**src/rtl/character_action_ctrl.sv**
```systemverilog
// character_action_ctrl: per-character action sequencer.
// Advances position, facing, animation frame and the attack hitbox once per
// video frame tick, from the decoded move-left / move-right / attack key flags.

module character_action_ctrl #(
    parameter logic [9:0] X_MIN           = 10'd0,
    parameter logic [9:0] X_MAX           = 10'd576,
    parameter logic [9:0] X_START         = 10'd100,
    parameter logic [9:0] STEP            = 10'd2,
    parameter int         FRAMES_PER_ANIM = 4,
    parameter int         ATTACK_FRAMES   = 6,
    parameter int         ACT_FIRST       = 2,
    parameter int         ACT_LAST        = 3,
    parameter int         COOLDOWN_TICKS  = 8
) (
    input  logic       Clk,
    input  logic       Reset,
    input  logic       frame_tick,
    input  logic       move_l,
    input  logic       move_r,
    input  logic       attack,
    output logic [9:0] pos_x,
    output logic       facing,
    output logic [1:0] state,
    output logic [2:0] anim_frame,
    output logic       attack_active
);

    typedef enum logic [1:0] {
        ST_IDLE     = 2'd0,
        ST_WALK     = 2'd1,
        ST_ATTACK   = 2'd2,
        ST_COOLDOWN = 2'd3
    } state_t;

    localparam logic [7:0] SUB_LAST    = 8'(FRAMES_PER_ANIM - 1);
    localparam logic [2:0] ATK_LAST    = 3'(ATTACK_FRAMES - 1);
    localparam logic [2:0] ACT_FIRST_F = 3'(ACT_FIRST);
    localparam logic [2:0] ACT_LAST_F  = 3'(ACT_LAST);
    localparam logic [7:0] CD_LOAD     = 8'(COOLDOWN_TICKS);

    state_t     state_q;
    logic [7:0] sub_cnt;
    logic [7:0] cd_cnt;
    logic       attack_q;

    logic [9:0] left_x;
    logic [9:0] right_x;
    logic       attack_edge;
    logic       sub_last;

    // Clamped candidate positions for a one-step move in either direction.
    always_comb begin
        // NOTE: every always_comb output gets a default first so no path can
        // leave it unassigned and infer a latch.
        left_x  = pos_x - STEP;
        right_x = pos_x + STEP;
        if (pos_x < X_MIN + STEP) begin
            left_x = X_MIN;
        end
        if (pos_x > X_MAX - STEP) begin
            right_x = X_MAX;
        end
    end

    assign attack_edge = attack & ~attack_q;
    assign sub_last    = (sub_cnt == SUB_LAST);

    assign state = state_q;

    // Hitbox is decoded purely from registers, so it never glitches.
    assign attack_active = (state_q == ST_ATTACK) &&
                           (anim_frame >= ACT_FIRST_F) &&
                           (anim_frame <= ACT_LAST_F);

    // Action FSM: everything holds except on a frame tick; reset wins over tick.
    always_ff @(posedge Clk) begin
        // NOTE: state registers use non-blocking assignments so every
        // register samples the pre-edge values, independent of statement order.
        if (Reset) begin
            pos_x      <= X_START;
            facing     <= 1'b0;
            state_q    <= ST_IDLE;
            anim_frame <= 3'd0;
            sub_cnt    <= 8'd0;
            cd_cnt     <= 8'd0;
            attack_q   <= 1'b0;
        end else if (frame_tick) begin
            attack_q <= attack;
            case (state_q)
                ST_IDLE, ST_WALK: begin
                    if (attack_edge) begin
                        state_q    <= ST_ATTACK;
                        anim_frame <= 3'd0;
                        sub_cnt    <= 8'd0;
                    end else if (move_l ^ move_r) begin
                        state_q <= ST_WALK;
                        facing  <= move_l;
                        pos_x   <= move_l ? left_x : right_x;
                        if (state_q == ST_WALK) begin
                            // Walk cycle loops over four frames; a direction
                            // change keeps the current phase.
                            if (sub_last) begin
                                sub_cnt    <= 8'd0;
                                anim_frame <= {1'b0, anim_frame[1:0] + 2'd1};
                            end else begin
                                sub_cnt <= sub_cnt + 8'd1;
                            end
                        end else begin
                            anim_frame <= 3'd0;
                            sub_cnt    <= 8'd0;
                        end
                    end else begin
                        state_q    <= ST_IDLE;
                        anim_frame <= 3'd0;
                        sub_cnt    <= 8'd0;
                    end
                end
                ST_ATTACK: begin
                    if (sub_last) begin
                        sub_cnt <= 8'd0;
                        if (anim_frame == ATK_LAST) begin
                            anim_frame <= 3'd0;
                            if (COOLDOWN_TICKS == 0) begin
                                state_q <= ST_IDLE;
                            end else begin
                                state_q <= ST_COOLDOWN;
                                cd_cnt  <= CD_LOAD;
                            end
                        end else begin
                            anim_frame <= anim_frame + 3'd1;
                        end
                    end else begin
                        sub_cnt <= sub_cnt + 8'd1;
                    end
                end
                ST_COOLDOWN: begin
                    // The tick that sees a count of one is the last lockout tick.
                    if (cd_cnt <= 8'd1) begin
                        state_q <= ST_IDLE;
                        cd_cnt  <= 8'd0;
                    end else begin
                        cd_cnt <= cd_cnt - 8'd1;
                    end
                end
                default: begin
                    state_q <= ST_IDLE;
                end
            endcase
        end
    end

endmodule

```
**config.mk**
```make
export PLATFORM = sky130hd
export DESIGN_NAME = character_action_ctrl
export DESIGN_NICKNAME = d
export VERILOG_FILES = /design/src/rtl/character_action_ctrl.sv
export SDC_FILE = /design/constraint.sdc
export NUM_CORES = 1
export LEC_CHECK = 0
export ABC_CLOCK_PERIOD_IN_PS = 1900
export BUFFER_PORTS_ARGS = -buffer_cell sky130_fd_sc_hd__buf_4
export CORE_UTILIZATION = 40
export CTS_BUF_LIST = sky130_fd_sc_hd__clkbuf_8
export CTS_CLUSTER_DIAMETER = 60
export DETAILED_ROUTE_END_ITERATION = 10
export PLACE_DENSITY_LB_ADDON = 0.08
export SLEW_MARGIN = 10
export SYNTH_ARGS = -nofsm -noshare
export SYNTH_HDL_FRONTEND = slang
export SYNTH_SLANG_ARGS = --single-unit
```
**constraint.sdc**
```tcl
create_clock -name Clk -period 1.9 [get_ports Clk]
set_input_delay 0.285 -clock Clk [delete_from_list [all_inputs] [get_ports Clk]]
set_output_delay 0.285 -clock Clk [all_outputs]
set_load 0.005 [all_outputs]
```
After elaboration in Yosys (flattened, before gate mapping). Index checks and enable logic that the tools add are counted.

Register bits after elaboration: 33. Input bits: 6. Logic and storage cells: 67.

$add $sub $neg: 6. Magnitude comparators: 5. Equal/unequal tests: 9. Multiplexer cells: 25. Bitwise logic cells: 4. Reduce and logical (&&, ||, !) cells: 11.

Operators with widths (count): 8-bit two-way mux (7); 8-bit one-hot mux with 2 select lines (2); 10-bit two-way mux (3); 3-bit two-way mux (6); 4-bit AND reduction (4); 10-bit by 2-bit adder with 10-bit output, second input constant (1); 10-bit greater-than comparator, second input constant (1); 10-bit by 2-bit less-than comparator with 1-bit output, second input constant (1); 10-bit by 2-bit subtractor with 10-bit output, second input constant (1); 8-bit by 1-bit adder with 8-bit output, second input constant (1); 8-bit by 2-bit equality test with 1-bit output, second input constant (1); 8-bit by 1-bit <= comparator with 1-bit output, second input constant (1); 2-bit two-way mux (4); 8-bit by 1-bit subtractor with 8-bit output, second input constant (1); 2-bit one-hot mux with 3 select lines (1); 3-bit one-hot mux with 2 select lines (1); 5-bit inequality test, second input constant (1); 2-bit equality test, second input constant (2); 2-bit inequality test, second input constant (2); 2-bit nonzero test (2); 3-bit by 1-bit adder with 3-bit output, second input constant (1); 3-bit equality test, second input constant (1); 3-bit by 2-bit >= comparator with 1-bit output, second input constant (1); 3-bit by 2-bit <= comparator with 1-bit output, second input constant (1); other kinds (11) (13).

Depth between registers and ports, before layout.
Word-level depth: 6. Gate-level depth with buffers: 8. Gate-level depth less buffers: 7.

Worst setup path after synthesis. Ideal clock, no wire load.

Path type: reg-to-reg. Start point: reg pos_x[1]. End point: reg pos_x[2]. Setup time: 123 ps. Arrival: 1667 ps. Required time: 1777 ps. Slack: 109 ps. Cell stages (with the launch flop): 6. Path buffers: 0. Clock period less this slack: 1791 ps. Path through: dfxtp_1 or4_4 o31ai_4 nor2_2 a2111oi_4 nor2_1.

Cells in the longest elaborated chain, start to end: 3. Elaborated cells on any way between the ends: 7.

Ends and longest elaborated chain: from (decl) (RTL line 22) `output logic [9:0] pos_x,`; from (signal assigned) (RTL line 99) `pos_x <= move_l ? left_x : right_x;`; 10-bit by 2-bit adder with 10-bit output, or another cell as far along (RTL line 57) `right_x = pos_x + STEP;`; 10-bit two-way mux (on tied branches) (RTL line 61, 58); 10-bit two-way mux (*) (RTL line 99).

Every way passes the cells marked *; elsewhere a longest branch is shown, timed or not. A chain may end at the register's enable or synchronous reset.

Worst setup path in the final report. Same ends and word-level chain as after synthesis.

==> metrics.md <==
| Metric | Value |
|---|---|
| Status | `completed` |
| Die Wd | `74.69 um` |
| Post-Syn Instances | `275` |
| Post-place setup slack | `0.09491 ns` |
| Gr ovfl total | `0` |
| Initial Utilization | `41.38%` |
| Min Hold Slack | `0.2524 ns` |
| Routed WL | `5017 um` |
| Top FF cell, synth | `dfxtp_1` |
| Max Slew Vio Count | `0` |
| Pin count of the biggest net entering global routing | `30` |
| CTS tree | `done` |
| Startpoint types | `flop` |
| Number of global-route vias before repair | `1,801` |
| Sequential element share of the synthesized area | `30.31%` |
| WP data required | `2.07 ns` |
| Syn_nets | `290` |
| Post-CTS Setup Bufs | `0` |
| DR vias | `2,042` |
| Power Internal | `0.001170 W` |
| Longest Clk Path Bufs | `2` |
| GRT Util Overall | `19.18%` |
| Clock net sink count | `32` |
| CTS hold repair buffers | `0` |
| Placer Congestion | `0.8063` |
| Io pins | `23` |
| Root buf cell | `clkbuf_8` |
| Crit Path Category | `reg -> reg` |
| RR Endpoint | `pos_x[2]` |
| HPWL after DPL | `3626 um` |
| Clock power share | `40.5%` |
| Ys async rst share | `0%` |
| Layout filler cell count | `524` |
| Row cnt | `26` |
| Crit Reg-Reg Startpoint | `pos_x[1]` |
| Number of max-cap violations | `0` |
| Number of nets in the layout | `322` |
| Worst-Skew Late Latency | `0.29 ns` |
| First-pass GRT wire length | `8273 um` |
| CTS Buf Count | `5` |
| Drt first pass iters | `4` |
| Number of antenna-violating nets in the routed design | `0` |
| Worst Setup EP | `pos_x[2]` |
| Post-synthesis instance area | `2113 sq um` |
| Final core utilization | `50.10%` |
| Leakage | `0.9695 nW` |
| Post-cts resize count | `0` |
| Final worst path period share | `95.77%` |
| Core Box Area | `5107 sq um` |
| Maximum vdd drop | `0.4225 mV` |
| P_sw | `0.0004013 W` |
| Setup-failing EPs final | `0` |
| Antenna cells | `0` |
| Initial antenna violation count | `0` |
| Switch share | `25.55%` |
| DRC | `0` |
| Skew final | `0.01101 ns` |
| Starting DRT DRC Count | `111` |
| PwrDens | `614.0 nW/um^2` |
| Final setup margin | `0.08043 ns` |
| Die ar. | `5578 sq um` |
| CP Capture Type | `flop` |
| Min Tclk post-route | `1.820 ns` |
| H-tree depth | `2` |
| Final Instance Area | `2559 sq um` |
| Combinational Power Share | `14.7%` |
| Synthesis Warnings | `0` |
| Max Fclk | `549.6 MHz` |
| Register share of total power | `44.8%` |
| Port Buffers | `21` |
| Number of flops mapped to enable cells by yosys | `0` |
| Worst-path fanout max | `5` |
| Die Ht | `74.69 um` |
| DP Area | `2437 sq um` |
| Hold Path Class | `in -> reg` |
| Arrival time worst endpoint | `1.99 ns` |
| Share of cells above drive strength 1 | `21.75%` |
| Syn Area/Cell | `7.685 sq um` |
| Yosys reg bits | `32` |
| Hold Vio Cnt, Final | `0` |
| Routed wire per std cell | `13.27 um` |
| Area Growth Syn to Fin | `21.08%` |
| Reg2Reg Setup Slack | `0.08 ns` |
| Clock slew at reported path FFs | `0.07 ns` |
| Cell variety after synth | `56` |
| Worst r2r path cells | `5` |
| Crit. Startpoint | `pos_x[1]` |
| Via-to-Cell Ratio | `5.402` |
==> cell type report <==
class	count	area, sq um	area share, %
Clock buffer	5	68.82	2.689
Clock inverter	3	38.79	1.516
Inverter	9	33.78	1.320
Multi-Input combinational cell	216	1366	53.40
Sequential cell	32	640.6	25.04
Tap cell	70	87.58	3.423
Timing Repair Buffer	43	322.8	12.62
==> state kept, by name, summed over array words and instances, names as in the netlist <==
register,cells
anim_frame,3
attack_q,1
cd_cnt,8
facing,1
pos_x,9
state,2
sub_cnt,8
==> cells in the mapped netlist (4+ instances only) <==
cell,count,area [sq um]
nand3_1,10,50.05
nor2b_1,5,31.28
nand4_1,5,31.28
xnor2_1,4,35.03
ha_1,9,112.6
nand2b_1,4,25.02
a21oi_1,23,115.1
dfxtp_1,32,640.6
nand2_1,19,71.32
nor2_1,38,142.6
a211oi_1,4,30.03
or3_1,6,37.54
a31oi_1,8,50.05
o21ai_0,13,65.06
and3_1,4,25.02
clkbuf_1,12,45.04
nor3_1,11,55.05
xor2_1,6,52.55
nor4_1,4,25.02
inv_1,9,33.78
==> worst max-delay path, cell delays in order, from the launching register on <==
cell and delay (ns):
dfxtp_1 0.34, or4_4 0.56, o31ai_4 0.34, nor2_2 0.08, a2111oi_4 0.31, nor2_1 0.08
==> layout by cell type, fill, tap and decap left out, types with 2 or more instances in the layout <==
master,n
a21oi_1,23
nand2_1,19
ha_1,9
clkbuf_8,5
or3_1,6
a21o_1,3
o22ai_1,2
and3_1,4
nor2_1,38
a31oi_1,8
mux2i_1,2
a211oi_1,4
nand4_1,5
nand3_1,10
o21ai_0,13
nand2b_1,4
o31ai_1,3
nor3_1,11
buf_4,43
o211ai_1,2
or4_4,2
o31a_1,2
xor2_1,6
nor4_1,4
dfxtp_1,32
inv_1,10
or2_2,2
xnor2_1,4
nor2b_1,5
==> through the flow <==
stage / setup TNS [ns] / power [W] / cells
2_1_floorplan: 0 / 0.0008725 / 275
3_3_place_gp: 0 / 0.0009495 / 370
3_5_place_dp: 0 / 0.0009494 / 370
4_1_cts: 0 / 0.001594 / 378
5_1_grt: -0.009709 / 0.001648 / 378
6_report: 0 / 0.001571 / 378
==> logic make-up after synthesis <==
logic type	Yosys count	synth area share [%]
AO/OA/AOI/OAI	75	24.87
XOR/XNOR	10	4.144
adder cells (fa/ha/maj)	9	5.329
buffers and inverters	27	5.683
flip-flops	32	30.31
multiplexers	3	1.480
other	1	0.1774
AND/OR/NAND/NOR	118	28.01
==> per-layer routing <==
metal | up-vias | GRT usage [%] | share of wire, %
li1 | 1056 | - | -
met1 | 940 | 27.41 | 52
met2 | 40 | 29.13 | 43
met3 | 6 | 4.150 | 3.6
met4 | 0 | 5.241 | 1.3
met5 | - | 0 | 0
==> worst min-delay path by stage <==
stage                     cells after the start    from  slack (ns)  endpoint
final                                         3  attack        0.25  attack_q
after global routing                          3  attack        0.25  attack_q
after global placement                        2  facing        0.45    facing
after detailed placement                      2  facing        0.46    facing
after CTS                                     3  attack        0.25  attack_q
after floorplan                               2  attack        0.43  attack_q
==> power groups by stage <==
stage | registers [W] | clock network (W) | logic, W
2_1_floorplan | 0.000719 | 0 | 0.000153
3_3_place_gp | 0.000719 | 0 | 0.000230
3_5_place_dp | 0.000719 | 0 | 0.000230
4_1_cts | 0.000704 | 0.000659 | 0.000232
5_1_grt | 0.000707 | 0.000682 | 0.000259
6_report | 0.000704 | 0.000636 | 0.000231
(Power assumes the default switching activity.)
